<file path="config.mk">
export PLATFORM = sky130hd
export DESIGN_NAME = sl_serializer
export DESIGN_NICKNAME = d
export VERILOG_FILES = /design/src/rtl/sl_serializer.sv
export SDC_FILE = /design/constraint.sdc
export NUM_CORES = 1
export LEC_CHECK = 0
export CAP_MARGIN = 40
export CORE_UTILIZATION = 45
export DETAILED_ROUTE_END_ITERATION = 8
export PLACE_DENSITY = 0.69
export SKIP_CTS_REPAIR_TIMING = 1
export SYNTH_ARGS = -nofsm -noshare
export SYNTH_HDL_FRONTEND = slang
export SYNTH_SLANG_ARGS = --single-unit
</file>
<file path="constraint.sdc">
create_clock -name clk -period 2.35 [get_ports clk]
set_input_delay 0.47 -clock clk [delete_from_list [all_inputs] [get_ports clk]]
set_output_delay 0.47 -clock clk [all_outputs]
set_load 0.01 [all_outputs]
</file>
<file path="src/rtl/sl_serializer.sv">
// Two-line pulse serializer: pops one word per frame from an async FIFO and
// sends it MSB first plus odd parity as pulses on sl1 (one bits) / sl0 (zero bits).
module sl_serializer #(
  parameter int DATA_SIZE   = 8,
  parameter int BIT_PERIOD  = 4,
  parameter int PULSE_WIDTH = 2,
  parameter int GAP_BITS    = 4
) (
  input  logic                 clk,
  input  logic                 rst_n,
  input  logic                 enable,
  input  logic [DATA_SIZE-1:0] fifo_data,
  input  logic                 fifo_empty,
  output logic                 fifo_inc,
  output logic                 sl0,
  output logic                 sl1,
  output logic                 busy,
  output logic                 frame_done
);

  // The bit counter is shared between data/parity slots and gap bits.
  localparam int BIT_MAX = (DATA_SIZE > GAP_BITS - 1) ? DATA_SIZE : GAP_BITS - 1;
  localparam int BIT_W   = $clog2(BIT_MAX + 1);
  localparam int PH_W    = $clog2(BIT_PERIOD);

  localparam logic [BIT_W-1:0] LAST_BIT = BIT_W'(DATA_SIZE);
  localparam logic [BIT_W-1:0] LAST_GAP = BIT_W'(GAP_BITS - 1);
  localparam logic [PH_W-1:0]  LAST_PH  = PH_W'(BIT_PERIOD - 1);
  localparam logic [PH_W-1:0]  PULSE_PH = PH_W'(PULSE_WIDTH);

  typedef enum logic [1:0] {IDLE, SEND, GAP} state_t;

  state_t               state_q, state_d;
  logic [BIT_W-1:0]     bit_q, bit_d;
  logic [PH_W-1:0]      phase_q, phase_d;
  logic [DATA_SIZE:0]   shift_q, shift_d;
  logic                 sl0_q, sl0_d;
  logic                 sl1_q, sl1_d;
  logic                 armed_q;
  logic                 phase_end;
  logic                 pulse_d;

  always_ff @(posedge clk or negedge rst_n) begin
    if (!rst_n) begin
      state_q <= IDLE;
      bit_q   <= '0;
      phase_q <= '0;
      shift_q <= '0;
      sl0_q   <= 1'b0;
      sl1_q   <= 1'b0;
      armed_q <= 1'b0;
    end else begin
      state_q <= state_d;
      bit_q   <= bit_d;
      phase_q <= phase_d;
      shift_q <= shift_d;
      sl0_q   <= sl0_d;
      sl1_q   <= sl1_d;
      armed_q <= 1'b1;
    end
  end

  always_comb begin
    state_d    = state_q;
    bit_d      = bit_q;
    phase_d    = phase_q;
    shift_d    = shift_q;
    fifo_inc   = 1'b0;
    frame_done = 1'b0;
    phase_end  = (phase_q == LAST_PH);

    case (state_q)
      IDLE: begin
        // armed_q holds off the first pop until a clock edge has seen reset released
        if (armed_q && enable && !fifo_empty) begin
          fifo_inc = 1'b1;
          state_d  = SEND;
          bit_d    = '0;
          phase_d  = '0;
          shift_d  = {fifo_data, ~^fifo_data};
        end
      end
      SEND: begin
        if (phase_end) begin
          phase_d = '0;
          shift_d = shift_q << 1;
          if (bit_q == LAST_BIT) begin
            state_d = GAP;
            bit_d   = '0;
          end else begin
            bit_d = bit_q + 1'b1;
          end
        end else begin
          phase_d = phase_q + 1'b1;
        end
      end
      GAP: begin
        if (phase_end) begin
          phase_d = '0;
          if (bit_q == LAST_GAP) begin
            state_d    = IDLE;
            bit_d      = '0;
            frame_done = 1'b1;
          end else begin
            bit_d = bit_q + 1'b1;
          end
        end else begin
          phase_d = phase_q + 1'b1;
        end
      end
      default: state_d = IDLE;
    endcase

    // Line outputs are registered, so they are derived from the next-cycle slot.
    pulse_d = (state_d == SEND) && (phase_d < PULSE_PH);
    sl1_d   = pulse_d && shift_d[DATA_SIZE];
    sl0_d   = pulse_d && !shift_d[DATA_SIZE];
  end

  assign sl0  = sl0_q;
  assign sl1  = sl1_q;
  assign busy = (state_q != IDLE);

endmodule

</file>
# Word-level counts from Yosys, hierarchy flattened

Cells that the tools add are included.
Widths: inputs -> output; s select.

Bits in registers: 20
Input port bits: 12
Output and inout port bits: 5
Logic and storage cells: 58

Add/subtract/negate cells: 2
$lt $le $gt $ge: 1
Equality and inequality tests: 9
Muxes and demuxes: 23
Reductions and logical operators: 15

Operator list:

| cell                | number |
|---|---|
| $mux 4              | 5 |
| $mux 9              | 2 |
| $pmux 9 s2          | 1 |
| $mux 2              | 7 |
| $pmux 4 s3          | 1 |
| $reduce_xnor 8->1   | 1 |
| $ne 2x2->1 const B  | 3 |
| $pmux 2 s3          | 1 |
| $logic_and 1x1->1   | 5 |
| $mux 1              | 5 |
| $add 4x1->4 const B | 1 |
| $eq 2x1->1 const B  | 2 |
| $eq 2x2->1 const B  | 2 |
| $eq 4x2->1 const B  | 1 |
| $eq 4x4->1 const B  | 1 |
| $pmux 2 s2          | 1 |
| $reduce_and 4->1    | 1 |
| $reduce_bool 2->1   | 2 |
| $reduce_and 3->1    | 1 |
| $reduce_bool 3->1   | 1 |
| $add 2x1->2 const B | 1 |
| $logic_not 1->1     | 2 |
| $logic_not 2->1     | 1 |
| $lt 2x2->1 const B  | 1 |
| $reduce_or 2->1     | 1 |

# Logic depth before layout (Yosys ltp)

Depth in word-level cells: 7
Mapped depth: 8
Mapped depth without buffers: 7

# Least setup slack after synthesis

Ideal clock, no wire load.

Kind: register to register
Start: reg state_q[1]
End: reg sl0_q (netlist: sl0)
Arrival: 1,578 ps
Slack: 677 ps
Stages on the path, launching flop included: 8
Clock period less this slack: 1,673 ps
Cells stage by stage: dfrtp_1 -> inv_1 -> ha_1 -> and2b_4 -> a2bb2oi_4 -> o211a_4 -> inv_2 -> nor4_2

RTL lines:

| item                                                 | RTL line | RTL |
|---|---|---|
| start: declaration                                   | 33       | `state_t state_q, state_d;` |
| start signal: assignment                             | 53       | `state_q <= state_d;` |
| $eq 2x1->1 / $logic_not 2->1 (equally long branches) | 72       | `case (state_q)` |
| $pmux 9 s2 (*)                                       | 72       |  |
| named net shift_d[8]                                 | 36       | `logic [DATA_SIZE:0] shift_q, shift_d;` |
| $logic_not 1->1 (*)                                  | 117      | `sl0_d = pulse_d && !shift_d[DATA_SIZE];` |
| $logic_and 1x1->1 (*)                                | 117      |  |
| named net sl0_d                                      | 37       | `logic sl0_q, sl0_d;` |
| end signal: assignment                               | 57       | `sl0_q <= sl0_d;` |
| end: declaration                                     | 37       |  |

Mark *: on every way through the listed nets, which the timed path passes. The rest lies on a longest branch.
A chain may end at the register's enable or synchronous reset.

# Worst setup path in the final report

Start: reg state_q[1]
End: out busy

Cells in the longest elaborated chain, start to end: 1

Ends and longest elaborated chain:

| item              | RTL line | RTL |
|---|---|---|
| $reduce_bool 2->1 | 122      | `assign busy = (state_q != IDLE);` |
| end: declaration  | 17       | `output logic busy,` |

Every way passes these cells.

==> results.py <==
metrics = {
    "critical_path": {
        "cp_common_cell": "inv_1",
        "path_delay_family": "buffers and inverters",
        "critPathMaxFanout": 6,
        "slowest_stage": "clkdlybuf4s50_1",
        "startpoint_type": "flip-flop",
        "worst-setup-path-type": "reg -> out",
        "cpPeakStageDelay_ns": 0.56,
        "endpoint_kind": "output pin",
        "cp.depth": 4,
        "required_ns": 1.88,
        "crit_chain": "inv_1 > ha_4 > inv_1 > clkdlybuf4s50_1",
        "arrival_ns": 1.74,
        "reg2regPathDepth": 7,
        "path_buf_inv": 3,
    },
    "cells_and_area": {
        "n_antenna_cell": 0,
        "final_common_cell": "dfrtp_1",
        "fin_cells": 172,
        "area_growth_pct": 26.45,
        "nets": 162,
        "drive_gt1_frac": 0.1620,
        "most-common-layout-cells": "19 x dfrtp_1, 16 x nor2_1, 14 x clkdlybuf4s50_1",
    },
    "worst_hold_path": {
        "hold_path.class": "in -> async",
    },
    "detailed_routing": {
        "via_count": 972,
        "vias_per_cell": 5.651,
        "wl_per_cell_um": 14.70,
        "drc_errors": 0,
        "dr.pass1.iters": 5,
        "first_iter_violations": 19,
        "ant_nets": 0,
        "wirelength_um": 2528,
    },
    "floorplanning": {
        "die_h_um": 53.37,
        "die_x_um": 53.37,
        "ioPinCount": 17,
        "core_area_um2": 2477,
        "die_area_um2": 2848,
        "row_count": 18,
        "initial_utilization": 0.4793,
    },
    "global_routing": {
        "gr-total-overflow": 0,
        "grt_max_degree": 21,
        "grt_pass1_vias": 889,
        "antenna_found_initial": 0,
        "grt_usage": 0.2014,
        "grt_pass1_wl_um": 3981,
    },
    "outcome": {
        "outcome": "finished clean",
    },
    "clock_network": {
        "clk_pin_slew_ns": 0.13,
        "cts.path.max_buffers": 2,
        "cts_buffers": 3,
        "cts_max_level": 1,
        "clkSinkCount": 20,
        "clkLatencyLatePin_ns": 0.32,
        "cts_tree": "yes",
        "clockRootBuffer": "clkbuf_4",
    },
    "sta": {
        "hold_viol_final": 0,
        "finalCritPeriodShare": 0.9409,
        "grt_setup_unrepaired": "no",
        "period_needed_ns": 2.211,
        "setup_viol": 0,
        "holdWs_ns": 0.4692,
        "clock_skew_ns": 0.009281,
        "drv_slew": 0,
        "max_freq_mhz": 452.3,
    },
    "synth": {
        "synth_ff_type": "dfrtp_1",
        "synth_cell_type_count": 38,
        "synth.avg_cell_area_um2": 9.978,
        "synth_area_um2": 1187,
        "yosysSeqAreaShare": 0.4215,
        "yosysWarnings": 0,
        "synth_seq_cells": 20,
        "syn_inst": 119,
        "synth_edf_count": 0,
        "async_reset_ff_frac": 1.000,
        "syn_nets": 138,
    },
    "pwr": {
        "power.total_mw": 1.482,
        "p_int_uw": 956.1,
        "clockPowerShare": 0.197,
        "p_per_area_nw_per_um2": 987.1,
        "comb_power_share": 0.445,
        "ir_drop_v": 0.0006480,
        "switching_share": 0.3549,
        "p_switching_uw": 526.0,
        "seq_power_share": 0.358,
        "power.leakage_nw": 0.6504,
    },
    "placement": {
        "gp_congestion": 0.7910,
        "detailed_place_hpwl_um": 1837,
        "dp_cells": 167,
        "port_buffers": 16,
    },
    "flow_run": {
        "drv_cap": 0,
    },
}
[cell usage after synthesis (all sizes together) (2+ instances only)]
cell type / instances / area (um^2)
dfrtp: 20 / 500.5
o22ai: 3 / 18.77
buf: 2 / 18.77
inv: 12 / 45.04
nand2: 9 / 33.78
a221oi: 7 / 61.31
nand3: 4 / 20.02
nor2: 16 / 60.06
xnor2: 7 / 61.31
a21oi: 3 / 15.01
o311ai: 2 / 17.52
ha: 7 / 87.58
o21ai: 3 / 15.01
a32o: 2 / 20.02
nor4: 2 / 18.77
o211ai: 2 / 15.01
[path summary, 6_finish.rpt]
path                                  from         end  slack [ns]
worst max-delay path            state_q[1]        busy        0.14
worst min-delay path                 rst_n  phase_q[0]        0.47
worst max register to register  state_q[1]  shift_q[6]        0.35
worst min register to register  shift_q[0]  shift_q[0]        0.51
max in group asynchronous            rst_n    bit_q[0]        1.65
min in group clk                shift_q[0]  shift_q[0]        0.51
[flip-flops by register name, indices dropped and copies added, names as in the netlist]
register / cells
state_q: 2
bit_q: 4
sl0: 1
shift_q: 9
phase_q: 2
sl1: 1
armed_q: 1
[per-stage QoR]
step | instance area [um^2] | utilization | TNS [ns] | setup WS [ns]
6_report | 1501 | 0.6061 | 0 | 0.1388
2_1_floorplan | 1187 | - | 0 | 0.6768
5_1_grt | 1501 | 0.6061 | 0 | 0.04147
3_5_place_dp | 1396 | 0.5636 | 0 | 0.1234
3_3_place_gp | 1396 | 0.5636 | 0 | 0.1290
4_1_cts | 1449 | 0.5848 | -0.2542 | -0.1376
[cell type report]
class,instances,area [um^2]
fill,215,975.9
clock buffer,3,22.52
inverter,12,45.04
sequential,20,501.7
multi-input combinational,85,661.9
timing repair buffer,21,202.7
clock inverter,1,30.03
tap,30,37.54
[routing by layer]
| metal | track usage | wire length (um) |
|---|---|---|
| met2 | 0.3292 | 1273 |
| met5 | 0 | 0 |
| met1 | 0.2496 | 1116 |
| met4 | 0.06579 | 23 |
| met3 | 0.06034 | 115 |
[power groups by stage]
stage | Combinational, mW | Clock [mW] | Sequential (mW)
floorplan | 0.450 | 0 | 0.521
global placement | 0.617 | 0 | 0.527
detailed placement | 0.637 | 0 | 0.533
finish | 0.659 | 0.292 | 0.531
global route | 0.731 | 0.312 | 0.542
CTS | 0.641 | 0.295 | 0.527
[worst register-to-register path, cell delays in order (launching register included)]
cell and delay [ns]:
dfrtp_1 0.44, inv_1 0.13, ha_1 0.31, and2_2 0.36, o22ai_1 0.13, buf_4 0.18, a221oi_1 0.27, nor2_1 0.07
[cells by family after synthesis]
family,Yosys count,synth area share
flip-flops,20,0.4215
XOR/XNOR,7,0.05163
buffers and inverters,14,0.05374
AO/OA/AOI/OAI,29,0.2129
other,1,0.003158
AND/OR/NAND/NOR,41,0.1834
adder cells (fa/ha/maj),7,0.07376
No activity file was read; power rests on OpenSTA's default activity.
